File: src/rtl/cc_cond_unit_if.sv
// E-stage to M-stage bundle for the condition-code unit.
// The master drives the E-stage side; the slave is the unit itself.
interface cc_cond_unit_if #(
  parameter int WIDTH = 64
);
  logic             in_valid;
  logic [WIDTH-1:0] alu_a;
  logic [WIDTH-1:0] alu_b;
  logic [WIDTH-1:0] alu_out;
  logic [1:0]       control;
  logic             set_cc;
  logic             cc_block;
  logic [3:0]       ifun;
  logic             stall;
  logic             bubble;
  logic             e_cnd;
  logic [2:0]       cc;
  logic             m_valid;
  logic [WIDTH-1:0] m_valE;
  logic             m_cnd;

  modport master (
    output in_valid, alu_a, alu_b, alu_out,
    output control, set_cc, cc_block, ifun,
    output stall, bubble,
    input  e_cnd, cc, m_valid, m_valE, m_cnd
  );

  modport slave (
    input  in_valid, alu_a, alu_b, alu_out,
    input  control, set_cc, cc_block, ifun,
    input  stall, bubble,
    output e_cnd, cc, m_valid, m_valE, m_cnd
  );
endinterface

File: src/rtl/cc_cond_unit.sv
// Y86-64 condition codes, jXX/cmovXX condition and
// the E->M pipeline register for valE/cnd.
module cc_cond_unit #(
  parameter int WIDTH = 64
) (
  input logic          clk,
  input logic          rst,
  cc_cond_unit_if.slave bus
);
  localparam int S = WIDTH - 1;

  logic             w_zf;
  logic             w_sf;
  logic             w_of;
  logic             w_cc_we;
  logic             w_lt;
  logic             w_cnd;
  logic [2:0]       r_cc;
  logic             r_m_valid;
  logic [WIDTH-1:0] r_m_valE;
  logic             r_m_cnd;

  assign w_zf = (bus.alu_out == '0);
  assign w_sf = bus.alu_out[S];

  always_comb begin
    w_of = 1'b0;
    case (bus.control)
      2'd0: w_of = (bus.alu_a[S] == bus.alu_b[S]) &&
                   (bus.alu_out[S] != bus.alu_a[S]);
      2'd1: w_of = (bus.alu_a[S] != bus.alu_b[S]) &&
                   (bus.alu_out[S] != bus.alu_b[S]);
      default: w_of = 1'b0;
    endcase
  end

  assign w_cc_we = bus.in_valid & bus.set_cc & ~bus.cc_block &
                   ~bus.stall & ~bus.bubble;

  always_ff @(posedge clk) begin
    if (rst) begin
      r_cc <= 3'b100;
    end else if (w_cc_we) begin
      r_cc <= {w_zf, w_sf, w_of};
    end
  end

  // Condition reads the committed CC, not this cycle's flags
  assign w_lt = r_cc[1] ^ r_cc[0];

  always_comb begin
    w_cnd = 1'b0;
    case (bus.ifun)
      4'd0:    w_cnd = 1'b1;
      4'd1:    w_cnd = w_lt | r_cc[2];
      4'd2:    w_cnd = w_lt;
      4'd3:    w_cnd = r_cc[2];
      4'd4:    w_cnd = ~r_cc[2];
      4'd5:    w_cnd = ~w_lt;
      4'd6:    w_cnd = ~w_lt & ~r_cc[2];
      default: w_cnd = 1'b0;
    endcase
  end

  always_ff @(posedge clk) begin
    if (rst) begin
      r_m_valid <= 1'b0;
      r_m_valE  <= '0;
      r_m_cnd   <= 1'b0;
    end else if (bus.bubble) begin
      r_m_valid <= 1'b0;
      r_m_valE  <= '0;
      r_m_cnd   <= 1'b0;
    end else if (!bus.stall) begin
      r_m_valid <= bus.in_valid;
      r_m_valE  <= bus.alu_out;
      r_m_cnd   <= w_cnd & bus.in_valid;
    end
  end

  assign bus.e_cnd   = w_cnd;
  assign bus.cc      = r_cc;
  assign bus.m_valid = r_m_valid;
  assign bus.m_valE  = r_m_valE;
  assign bus.m_cnd   = r_m_cnd;
endmodule

File: src/flat_wrapper.sv
// flat-port wrapper written by rule: the top's interface ports become plain ports
module cc_cond_unit_flat 
#(
  parameter int WIDTH = 64
)
  (clk, rst, bus_in_valid, bus_alu_a, bus_alu_b, bus_alu_out, bus_control, bus_set_cc, bus_cc_block, bus_ifun, bus_stall, bus_bubble, bus_e_cnd, bus_cc, bus_m_valid, bus_m_valE, bus_m_cnd);
  cc_cond_unit_if #(.WIDTH(WIDTH)) bus_i ();
  input logic clk;
  input logic rst;
  input wire logic [$bits(bus_i.in_valid)-1:0] bus_in_valid;
  input wire logic [$bits(bus_i.alu_a)-1:0] bus_alu_a;
  input wire logic [$bits(bus_i.alu_b)-1:0] bus_alu_b;
  input wire logic [$bits(bus_i.alu_out)-1:0] bus_alu_out;
  input wire logic [$bits(bus_i.control)-1:0] bus_control;
  input wire logic [$bits(bus_i.set_cc)-1:0] bus_set_cc;
  input wire logic [$bits(bus_i.cc_block)-1:0] bus_cc_block;
  input wire logic [$bits(bus_i.ifun)-1:0] bus_ifun;
  input wire logic [$bits(bus_i.stall)-1:0] bus_stall;
  input wire logic [$bits(bus_i.bubble)-1:0] bus_bubble;
  output wire logic [$bits(bus_i.e_cnd)-1:0] bus_e_cnd;
  output wire logic [$bits(bus_i.cc)-1:0] bus_cc;
  output wire logic [$bits(bus_i.m_valid)-1:0] bus_m_valid;
  output wire logic [$bits(bus_i.m_valE)-1:0] bus_m_valE;
  output wire logic [$bits(bus_i.m_cnd)-1:0] bus_m_cnd;
  assign bus_i.in_valid = bus_in_valid;
  assign bus_i.alu_a = bus_alu_a;
  assign bus_i.alu_b = bus_alu_b;
  assign bus_i.alu_out = bus_alu_out;
  assign bus_i.control = bus_control;
  assign bus_i.set_cc = bus_set_cc;
  assign bus_i.cc_block = bus_cc_block;
  assign bus_i.ifun = bus_ifun;
  assign bus_i.stall = bus_stall;
  assign bus_i.bubble = bus_bubble;
  assign bus_e_cnd = bus_i.e_cnd;
  assign bus_cc = bus_i.cc;
  assign bus_m_valid = bus_i.m_valid;
  assign bus_m_valE = bus_i.m_valE;
  assign bus_m_cnd = bus_i.m_cnd;
  cc_cond_unit #(.WIDTH(WIDTH)) u_core (.clk(clk), .rst(rst), .bus(bus_i));
endmodule
File: config.mk
export PLATFORM = sky130hd
export DESIGN_NAME = cc_cond_unit_flat
export DESIGN_NICKNAME = d
export VERILOG_FILES = /design/src/rtl/cc_cond_unit_if.sv /design/src/rtl/cc_cond_unit.sv /design/src/flat_wrapper.sv
export SDC_FILE = /design/constraint.sdc
export NUM_CORES = 1
export LEC_CHECK = 0
export BUFFER_PORTS_ARGS = -buffer_cell sky130_fd_sc_hd__buf_2
export CORE_AREA = 2 2 106 108
export DETAILED_ROUTE_END_ITERATION = 12
export DIE_AREA = 0 0 108 110
export HOLD_SLACK_MARGIN = 0.1
export PLACE_DENSITY = 0.7
export SYNTH_ARGS = -nofsm -noshare
export SYNTH_HDL_FRONTEND = slang
export SYNTH_SLANG_ARGS = --single-unit
File: constraint.sdc
create_clock -name clk -period 3.2 [get_ports clk]
set_input_delay 0.64 -clock clk [delete_from_list [all_inputs] [get_ports clk]]
set_output_delay 0.64 -clock clk [all_outputs]
set_load 0.05 [all_outputs]
==> results.tsv <==
metric	value	unit
met1 Resource Use GR	15.35	%
Die Ht	110	um
# fillers	1115	
number of enable flip-flop cells after synthesis	0	
htree depth	3	
Final Power	1948	uW
CTS tree	yes	
yosys warns	0	
Finished Core Util	34.99	%
Peak VDD IR	171.8	uV
number of cells after detailed placement	539	
post-cts hold buffer count	0	
Sink Count	69	
largest net degree at the start of global routing	67	
Die Wd	108	um
vias in the first global route	2388	
Num CTS Buffers	9	
FF-to-FF setup slack	2.07	ns
Yosys cell types	24	
port bufs	148	
first-pass GRT wire length	11.54	mm
num rows	38	
Max Fclk	438.5	MHz
Startpoint Class	flop	
mean area per synthesized cell	10.06	um2
setup bufs post-CTS	0	
drt first pass iters	4	
Worst Hold Class	reg2reg	
Synth Area in Compound Gates	1.784	%
initial antenna violation count	0	
grt peak-use layer	met2	
Final Setup Violations	0	
area leader, netlist	dfxtp_1	
multi-input gate area in the final layout	0.001214	mm2
Worst Setup End Kind	output port	
post-cts resize count	0	
grt total ovfl	0	
ranking of synthesized cells by area	dfxtp_1, mux2i_1, nor2_1	
GR Layer Usage met2	20.31	%
Top FF cell, synth	dfxtp_1	
worst-path fanout max	3	
Final Slew Violations	0	
wire per inst	13.91	um
worst slew pin tran	1.073	ns
Root Buffer	clkbuf_8	
WP data required	2.56	ns
Post-Synth Simple-Gate Area	17.93	%
Setup Total Neg Slack	0	ns
kind of critical path	reg2out	
# Max-Cap Violations	0	
P&R area growth vs syn	40.47	%
Post-Syn Area	0.002665	mm2
layout cell share with drive strength beyond 1	40.48	%
Worst-path clk slew	0.07	ns
Starting DRT DRC Count	142	
final WL	7.719	mm
Overall Global Routing Usage	12.80	%
initial core utilization	24.91	%
DR vias/cell	4.470	
Synth Area in XOR/XNOR	0.6573	%
diode count	0	
commonest non-fill, non-tap cell in the layout	buf_2	
Leakage	0.001907	uW
post-synthesis adder-cell area fraction	0	%
total core area	0.01070	mm2
maximum clock path buffer count	2	
GPL Wtd Cong	0.7494	
ANT nets after route	0	
Seq/Total Area, Yosys	51.83	%
P per Cell Area	520.3	mW/mm2
post-synthesis mux area share	25.16	%
commonest non-fill, non-tap cells in the layout	buf_2, dfxtp_1, mux2i_1	
num ports	275	
Net Count, Synth	470	
nets	615	
Clock Skew	0.0004468	ns
unrepaired setup endpoints after global routing	false	
Async SR Flop Fraction	0	%
Synth Instances	265	
Skew-Pair Late Insertion Delay	0.33	ns
DR vias	2481	
# DRC	0	
Final Cycle Share	71.27	%
synthesis-stage register bit count	69	
top cell type's share of synthesized area	51.83	%
CP arrival	1.64	ns
register area	0.001381	mm2
Slew Limit Headroom	28.45	%
M3 GR Usage	5.703	%
largest family of logic cells by synthesized area	multiplexers	
area of the die	0.01188	mm2
fin cells	555	
post-DP HPWL	6.000	mm
endpoints failing hold	0	
post-layout minimum cycle time	2.281	ns
status	finished clean	
-- cells in the mapped netlist (all sizes together), types with 2 or more instances --
| cell type | n |
|---|---|
| a21oi | 4 |
| buf | 5 |
| clkbuf | 11 |
| dfxtp | 69 |
| mux2i | 67 |
| nand2 | 5 |
| nand2b | 3 |
| nand4 | 4 |
| nor2 | 66 |
| nor2b | 2 |
| nor4 | 16 |
| or3 | 2 |
-- state kept, by name, indices dropped and copies added, names as in the netlist --
name / cells
u_core.bus.cc: 3
u_core.bus.m_cnd: 1
u_core.bus.m_valE: 64
u_core.bus.m_valid: 1
-- cell families (layout without fill, tap and decap cells) --
| logic type | after synthesis | count (layout) |
|---|---|---|
| and+or+nand+nor | 102 | 102 |
| DFF | 69 | 69 |
| muxes | 67 | 67 |
| buffers and inverters | 17 | 167 |
| AOI/OAI and AO/OA | 8 | 8 |
| xor gates and xnor gates | 2 | 2 |
-- cell type report --
class,instances,share of cell area (%)
Tap cell,140,4.679
Inverter,1,0.1003
Multi-Input combinational cell,179,32.42
Clock inverter,3,1.136
Clock buffer,13,4.512
Sequential cell,69,36.90
Timing Repair Buffer,150,20.25
-- worst max-delay path: stages, from the launching register on --
cell and delay [ns]:
dfxtp_1 0.33, xnor2_1 0.26, mux2i_1 0.23, a2bb2oi_1 0.10, nor2_1 0.11, buf_2 0.27
-- routing by layer --
layer	routed length [um]	vias to the layer above
met5	0	-
met4	71	0
met2	3442	121
met3	890	6
li1	-	1211
met1	3314	1143
-- worst paths after layout --
| kind | depth (start not counted) | to | startpoint |
|---|---|---|---|
| setup / recovery | 5 | bus_e_cnd | u_core.bus.cc[0]$_SDFFE_PP0P_ |
| hold / removal | 2 | u_core.bus.m_valid$_SDFFE_PP0N_ | u_core.bus.m_valid$_SDFFE_PP0N_ |
| setup reg to reg | 4 | u_core.bus.m_cnd$_SDFFE_PP0N_ | u_core.bus.cc[0]$_SDFFE_PP0P_ |
| hold reg to reg | 2 | u_core.bus.m_valid$_SDFFE_PP0N_ | u_core.bus.m_valid$_SDFFE_PP0N_ |
-- per-stage QoR --
stage | area, um2 | worst slack [ns] | hold slack [ns]
after floorplan | 2665 | 0.7708 | 0.6831
after global placement | 3532 | 0.8379 | 0.4561
after detailed placement | 3532 | 0.8241 | 0.4557
after CTS | 3744 | 0.8523 | 0.4674
after global routing | 3744 | 0.8046 | 0.4959
final | 3744 | 0.9194 | 0.4705
-- power breakdown --
part	internal, uW	switching [uW]	total (uW)
combinational	107	202	309
sequential	886	13.7	900
clock	423	316	739
No activity file was read; power rests on OpenSTA's default activity.
